$ cat src/rtl/pic_fetch_unit.sv
// pic_fetch_unit: PC sequencing, IR latch and return stack for the 14-bit core.
// Optional define PIC_FETCH_STACK_CHECK_EN adds occupancy tracking and sticky stack flags.
module pic_fetch_unit #(
    parameter int                  PC_WIDTH     = 11,
    parameter int                  STACK_DEPTH  = 8,
    parameter logic [PC_WIDTH-1:0] RESET_VECTOR = '0
) (
    input  logic                clk,
    input  logic                rst_n,
    output logic [PC_WIDTH-1:0] Rom_addr_out,
    input  logic [13:0]         Rom_data_in,
    input  logic                stall,
    input  logic                skip_req,
    output logic [13:0]         ir_out,
    output logic                ir_valid,
    output logic [PC_WIDTH-1:0] ir_pc,
    output logic                stack_ovf,
    output logic                stack_unf
);

    localparam int SP_W = (STACK_DEPTH > 1) ? $clog2(STACK_DEPTH) : 1;

    logic [PC_WIDTH-1:0] pc;
    logic [PC_WIDTH-1:0] stack_mem [STACK_DEPTH];
    logic [SP_W-1:0]     sp;
    logic [SP_W-1:0]     sp_dec;
    logic                is_goto;
    logic                is_call;
    logic                is_ret;
    logic                do_skip;
    logic                flush;
    logic                push;
    logic                pop;
    logic [PC_WIDTH-1:0] target;
    logic [PC_WIDTH-1:0] ret_addr;
    logic [PC_WIDTH-1:0] next_pc;

    assign Rom_addr_out = pc;
    assign sp_dec       = sp - SP_W'(1);
    assign ret_addr     = stack_mem[sp_dec];
    assign target       = PC_WIDTH'(ir_out[10:0]);

    // Decode control transfers from the registered IR and pick the next PC.
    always_comb begin
        is_goto = ir_valid && (ir_out[13:11] == 3'b101);
        is_call = ir_valid && (ir_out[13:11] == 3'b100);
        is_ret  = ir_valid && ((ir_out == 14'h0008) ||
                               (ir_out[13:10] == 4'b1101));
        do_skip = ir_valid && skip_req && !(is_goto || is_call || is_ret);
        flush   = is_goto || is_call || is_ret || do_skip;
        push    = !stall && is_call;
        pop     = !stall && is_ret;
        next_pc = pc + PC_WIDTH'(1);
        unique case (1'b1)
            is_goto: next_pc = target;
            is_call: next_pc = target;
            is_ret:  next_pc = ret_addr;
            default: next_pc = pc + PC_WIDTH'(1);
        endcase
    end

    // Fetch state: PC, instruction register, bubble flag and fetch address.
    always_ff @(posedge clk or negedge rst_n) begin
        if (!rst_n) begin
            pc       <= RESET_VECTOR;
            ir_out   <= 14'h0000;
            ir_valid <= 1'b0;
            ir_pc    <= '0;
        end else if (!stall) begin
            pc       <= next_pc;
            ir_out   <= Rom_data_in;
            ir_valid <= !flush;
            ir_pc    <= pc;
        end
    end

    // Circular return stack; pointer wraps freely regardless of occupancy.
    always_ff @(posedge clk or negedge rst_n) begin
        if (!rst_n) begin
            sp <= '0;
            for (int i = 0; i < STACK_DEPTH; i++) begin
                stack_mem[i] <= '0;
            end
        end else if (push) begin
            stack_mem[sp] <= ir_pc + PC_WIDTH'(1);
            sp            <= sp + SP_W'(1);
        end else if (pop) begin
            sp <= sp_dec;
        end
    end

`ifdef PIC_FETCH_STACK_CHECK_EN
    logic [SP_W:0] occ;
    logic          full;
    logic          empty;

    assign full  = (occ == (SP_W+1)'(STACK_DEPTH));
    assign empty = (occ == '0);

    // Saturating occupancy plus sticky overflow/underflow flags.
    always_ff @(posedge clk or negedge rst_n) begin
        if (!rst_n) begin
            occ       <= '0;
            stack_ovf <= 1'b0;
            stack_unf <= 1'b0;
        end else if (push) begin
            if (full) begin
                stack_ovf <= 1'b1;
            end else begin
                occ <= occ + (SP_W+1)'(1);
            end
        end else if (pop) begin
            if (empty) begin
                stack_unf <= 1'b1;
            end else begin
                occ <= occ - (SP_W+1)'(1);
            end
        end
    end
`else
    assign stack_ovf = 1'b0;
    assign stack_unf = 1'b0;
`endif

endmodule
$ cat config.mk
export PLATFORM = sky130hd
export DESIGN_NAME = pic_fetch_unit
export DESIGN_NICKNAME = d
export VERILOG_FILES = /design/src/rtl/pic_fetch_unit.sv
export SDC_FILE = /design/constraint.sdc
export NUM_CORES = 1
export LEC_CHECK = 0
export ABC_AREA = 1
export BUFFER_PORTS_ARGS = -buffer_cell sky130_fd_sc_hd__buf_2
export CORE_MARGIN = 2
export CORE_UTILIZATION = 40
export CTS_CLUSTER_SIZE = 20
export DETAILED_ROUTE_END_ITERATION = 16
export PLACE_DENSITY_LB_ADDON = 0.3
export SLEW_MARGIN = 20
export SYNTH_ARGS = -nofsm -noshare
export SYNTH_HDL_FRONTEND = slang
export SYNTH_SLANG_ARGS = --single-unit
$ cat constraint.sdc
create_clock -name clk -period 4.65 [get_ports clk]
set_clock_uncertainty 0.2 [all_clocks]
set_input_delay 0.93 -clock clk [delete_from_list [all_inputs] [get_ports clk]]
set_output_delay 0.93 -clock clk [all_outputs]
set_load 0.02 [all_outputs]
==> metrics <==
ratio of cells with drive above 1 in the final layout=0.115; clock sinks=128; ys async rst share=1.00; total track usage=0.205; Via density=between 4 and 5; Tcrit/Tclk final=0.571; CTS tree=yes; Pwr per Cell Area=a little under 700 nW/um^2; Hold Buf Count CTS=0; top-area cell type share of the netlist area=0.494; Residual DRC=0; Leakage=roughly 3.9 nW; Final Critical Period=around 2.7 ns; CP Launch Type=register; H-tree depth=4; RD Place Congestion=0.772; RSZ-0062 raised after global routing=false; final standard cell area without fillers=7420 sq um; Layout area overhead=14.4%; worst skew pair latency=0.43 ns; fmax=376 MHz; Die H=about 130 microns; cts bufs inserted=17; I/O Pins=57; Register Area=3200 sq um; final hold vios=0; chip width=131 microns; most frequent cell after synthesis=nand2_1; # setup viols final=0; largest net degree at the start of global routing=71; initial core utilization=0.408; highest layer used for signal routing=met4; Gate Count Post-Synth=869; Multi-input gate area=2710 sq um; wl on met1=8130 microns; worst hold path class=register to register; Worst Setup SP=sp[1]$_DFFE_PN0P_; yosys warns=0; number of global-route vias before repair=roughly 5,400; final antenna diode count=0; cell taking the most area after synthesis=dfrtp_1; Setup Fix Bufs, Post-CTS=0; met3 WL post-DR=just over 700 microns; max-slew violation count=0; Post-DP HPWL=roughly 11,000 microns; Gates resized, CTS repair=0; Final ANT Viol Nets=0; crit-path cells=inv_1, ha_1, inv_1, nand3_1, nand2_1, nand2_1, nand2_1, inv_1, nand2_1, nand3_1, nand2_1, inv_1; setup ws final=around 2.0 ns; run status=complete, no violations; commonest cells in the netlist=366 x nand2_1, 128 x dfrtp_1, 78 x nand3_1, 76 x inv_1, 55 x o21ai_1; Maximum Capacitance Violations=0; Crit path largest cell delay=roughly 0.73 ns; Critical Path Sink Type=register; reg-to-reg slack, setup=1.99 ns; Post-Syn Area=between 6000 and 7000 sq um; wirelength, routed=approximately 17,000 microns; post-synthesis cell type count=27; clock-pin transition on the worst setup and hold timing paths=0.06 ns; total number of vias=around 5,600; layout net count=approximately 900; first-pass GRT wire length=28,100 microns; setup slack at placement=between 1.5 and 2 ns; Port Buffer Count=54; Tightest Pin Transition=1.01 ns; die area=17,200 sq um; placed cell area=6810 sq um; flip-flop and latch count after synthesis=~130; Worst VDD drop=0.319 mV; Detailed Routing Iterations Pass 1=5; Worst EP required=4.77 ns; crit path DAT=2.78 ns; cell mode on critical path=nand2_1; dominant synthesized flop cell=dfrtp_1; Crit-path slowest cell=inv_1; initial antenna violation count=0; clock tree buffer depth=2; Post-synth EDFFs=0; Buf+Inv Stages, Crit Path=4; Routed wire per std cell=approximately 15 microns; mean area per synthesized cell=7.46 sq um; core box area=15,900 sq um; fill count=~1,700; Root Driver=clkbuf_16; CP max FO=23; largest cells by area after synthesis=dfrtp_1 49%, nand2_1 21%, nand3_1 6.0%; CP Class=register to register; cell family with most CP delay=buffers and inverters; Initial DRC Count=450; hold_sp=stack_mem[87]$_DFFE_PN0P_; # rows=46; reg-to-reg critical path startpoint=sp[1]$_DFFE_PN0P_; Slew headroom=0.329; met2 wire len=~7800 microns; post-route setup TNS=0 ns; GRT overflow=0; sequential area share after synthesis=0.494
sequential cells by signal, indices dropped and copies added, names as in the netlist:
name,flops
Rom_addr_out,11
ir_out,14
ir_pc,11
ir_valid,1
sp,3
stack_mem,88
placed cells by master, fill, tap and decap left out:
cell        Yosys  layout
a21oi_1         1       1
buf_2          16      53
buf_4           2       7
bufinv_16       0       3
clkbuf_1       17       2
clkbuf_16       0      17
clkbuf_8        0       3
clkinv_2        0       4
clkinv_4        0       1
clkinvlp_4      0       2
conb_1          1       2
dfrtp_1       128     128
ha_1            4       4
inv_1          76      76
inv_2           5       5
nand2_1       366     366
nand2_2         5       5
nand3_1        78      78
nand4_1         5       5
nor2_1         21      21
nor2_2          1       1
nor2_4          1       1
nor3_1          2       2
nor3_4          1       1
nor4_1          1       1
o21a_1          1       1
o21ai_0        52      52
o21ai_1        55      55
or2_2           2       2
xnor2_1         6       6
xor2_1         10      10
cells by family (layout without fill, tap and decap cells):
group / after synthesis / in the layout / synth area share
and+or+nand+nor: 483 / 483 / 0.304
DFF: 128 / 128 / 0.494
buffers and inverters: 128 / 173 / 0.0876
AOI/OAI and AO/OA: 109 / 109 / 0.0846
xor gates and xnor gates: 16 / 16 / 0.0216
adders and majority gates: 4 / 4 / 0.00772
other: 1 / 2 / 0.000579
path summary, 6_finish.rpt:
check | endpoint | cells past startpoint
worst max-delay path | Rom_addr_out[5]$_DFFE_PN0N_ | 12
worst min-delay path | stack_mem[87]$_DFFE_PN0P_ | 2
worst max register to register | Rom_addr_out[5]$_DFFE_PN0N_ | 12
worst min register to register | stack_mem[87]$_DFFE_PN0P_ | 2
max in group asynchronous | sp[0]$_DFFE_PN0P_ | 2
min in group asynchronous | stack_mem[45]$_DFFE_PN0P_ | 1
worst register-to-register path, cell delays in order (launching register included):
cell and delay (ns):
dfrtp_1 0.43, inv_1 0.09, ha_1 0.29, inv_1 0.73, nand3_1 0.16, nand2_1 0.11
nand2_1 0.05, nand2_1 0.09, inv_1 0.07, nand2_1 0.11, nand3_1 0.11, nand2_1 0.09
inv_1 0.05
stage by stage:
| stage | total power, mW | utilization | std cells | hold slack (ns) |
|---|---|---|---|---|
| floorplan | 3.04 | - | 870 | 0.249 |
| global placement | 3.68 | 0.429 | 1099 | 0.262 |
| detailed placement | 3.70 | 0.429 | 1099 | 0.265 |
| CTS | 5.10 | 0.467 | 1131 | 0.281 |
| global route | 5.47 | 0.467 | 1131 | 0.295 |
| finish | 5.10 | 0.467 | 1131 | 0.280 |
routing by layer:
metal  GRT usage  vias up
met5           0        -
met3      0.0413       24
li1            -     2786
met4      0.0707        0
met1       0.288     2668
met2       0.317      145
where the power goes:
| group | switching [mW] | leakage [nW] | internal, mW |
|---|---|---|---|
| combinational | 1.43 | 1.89 | 0.642 |
| clock | 0.495 | 0.296 | 0.882 |
| sequential | 0.244 | 1.67 | 1.41 |
layout make-up:
| cell class | count | area share |
|---|---|---|
| clock buffers | 22 | 0.0639 |
| flip-flops and latches | 128 | 0.432 |
| repair buffers | 60 | 0.0428 |
| clock inverters | 10 | 0.0180 |
| multi-input cells | 614 | 0.366 |
| well taps | 216 | 0.0364 |
| inverters | 81 | 0.0410 |
No activity file was read; power rests on OpenSTA's default activity.
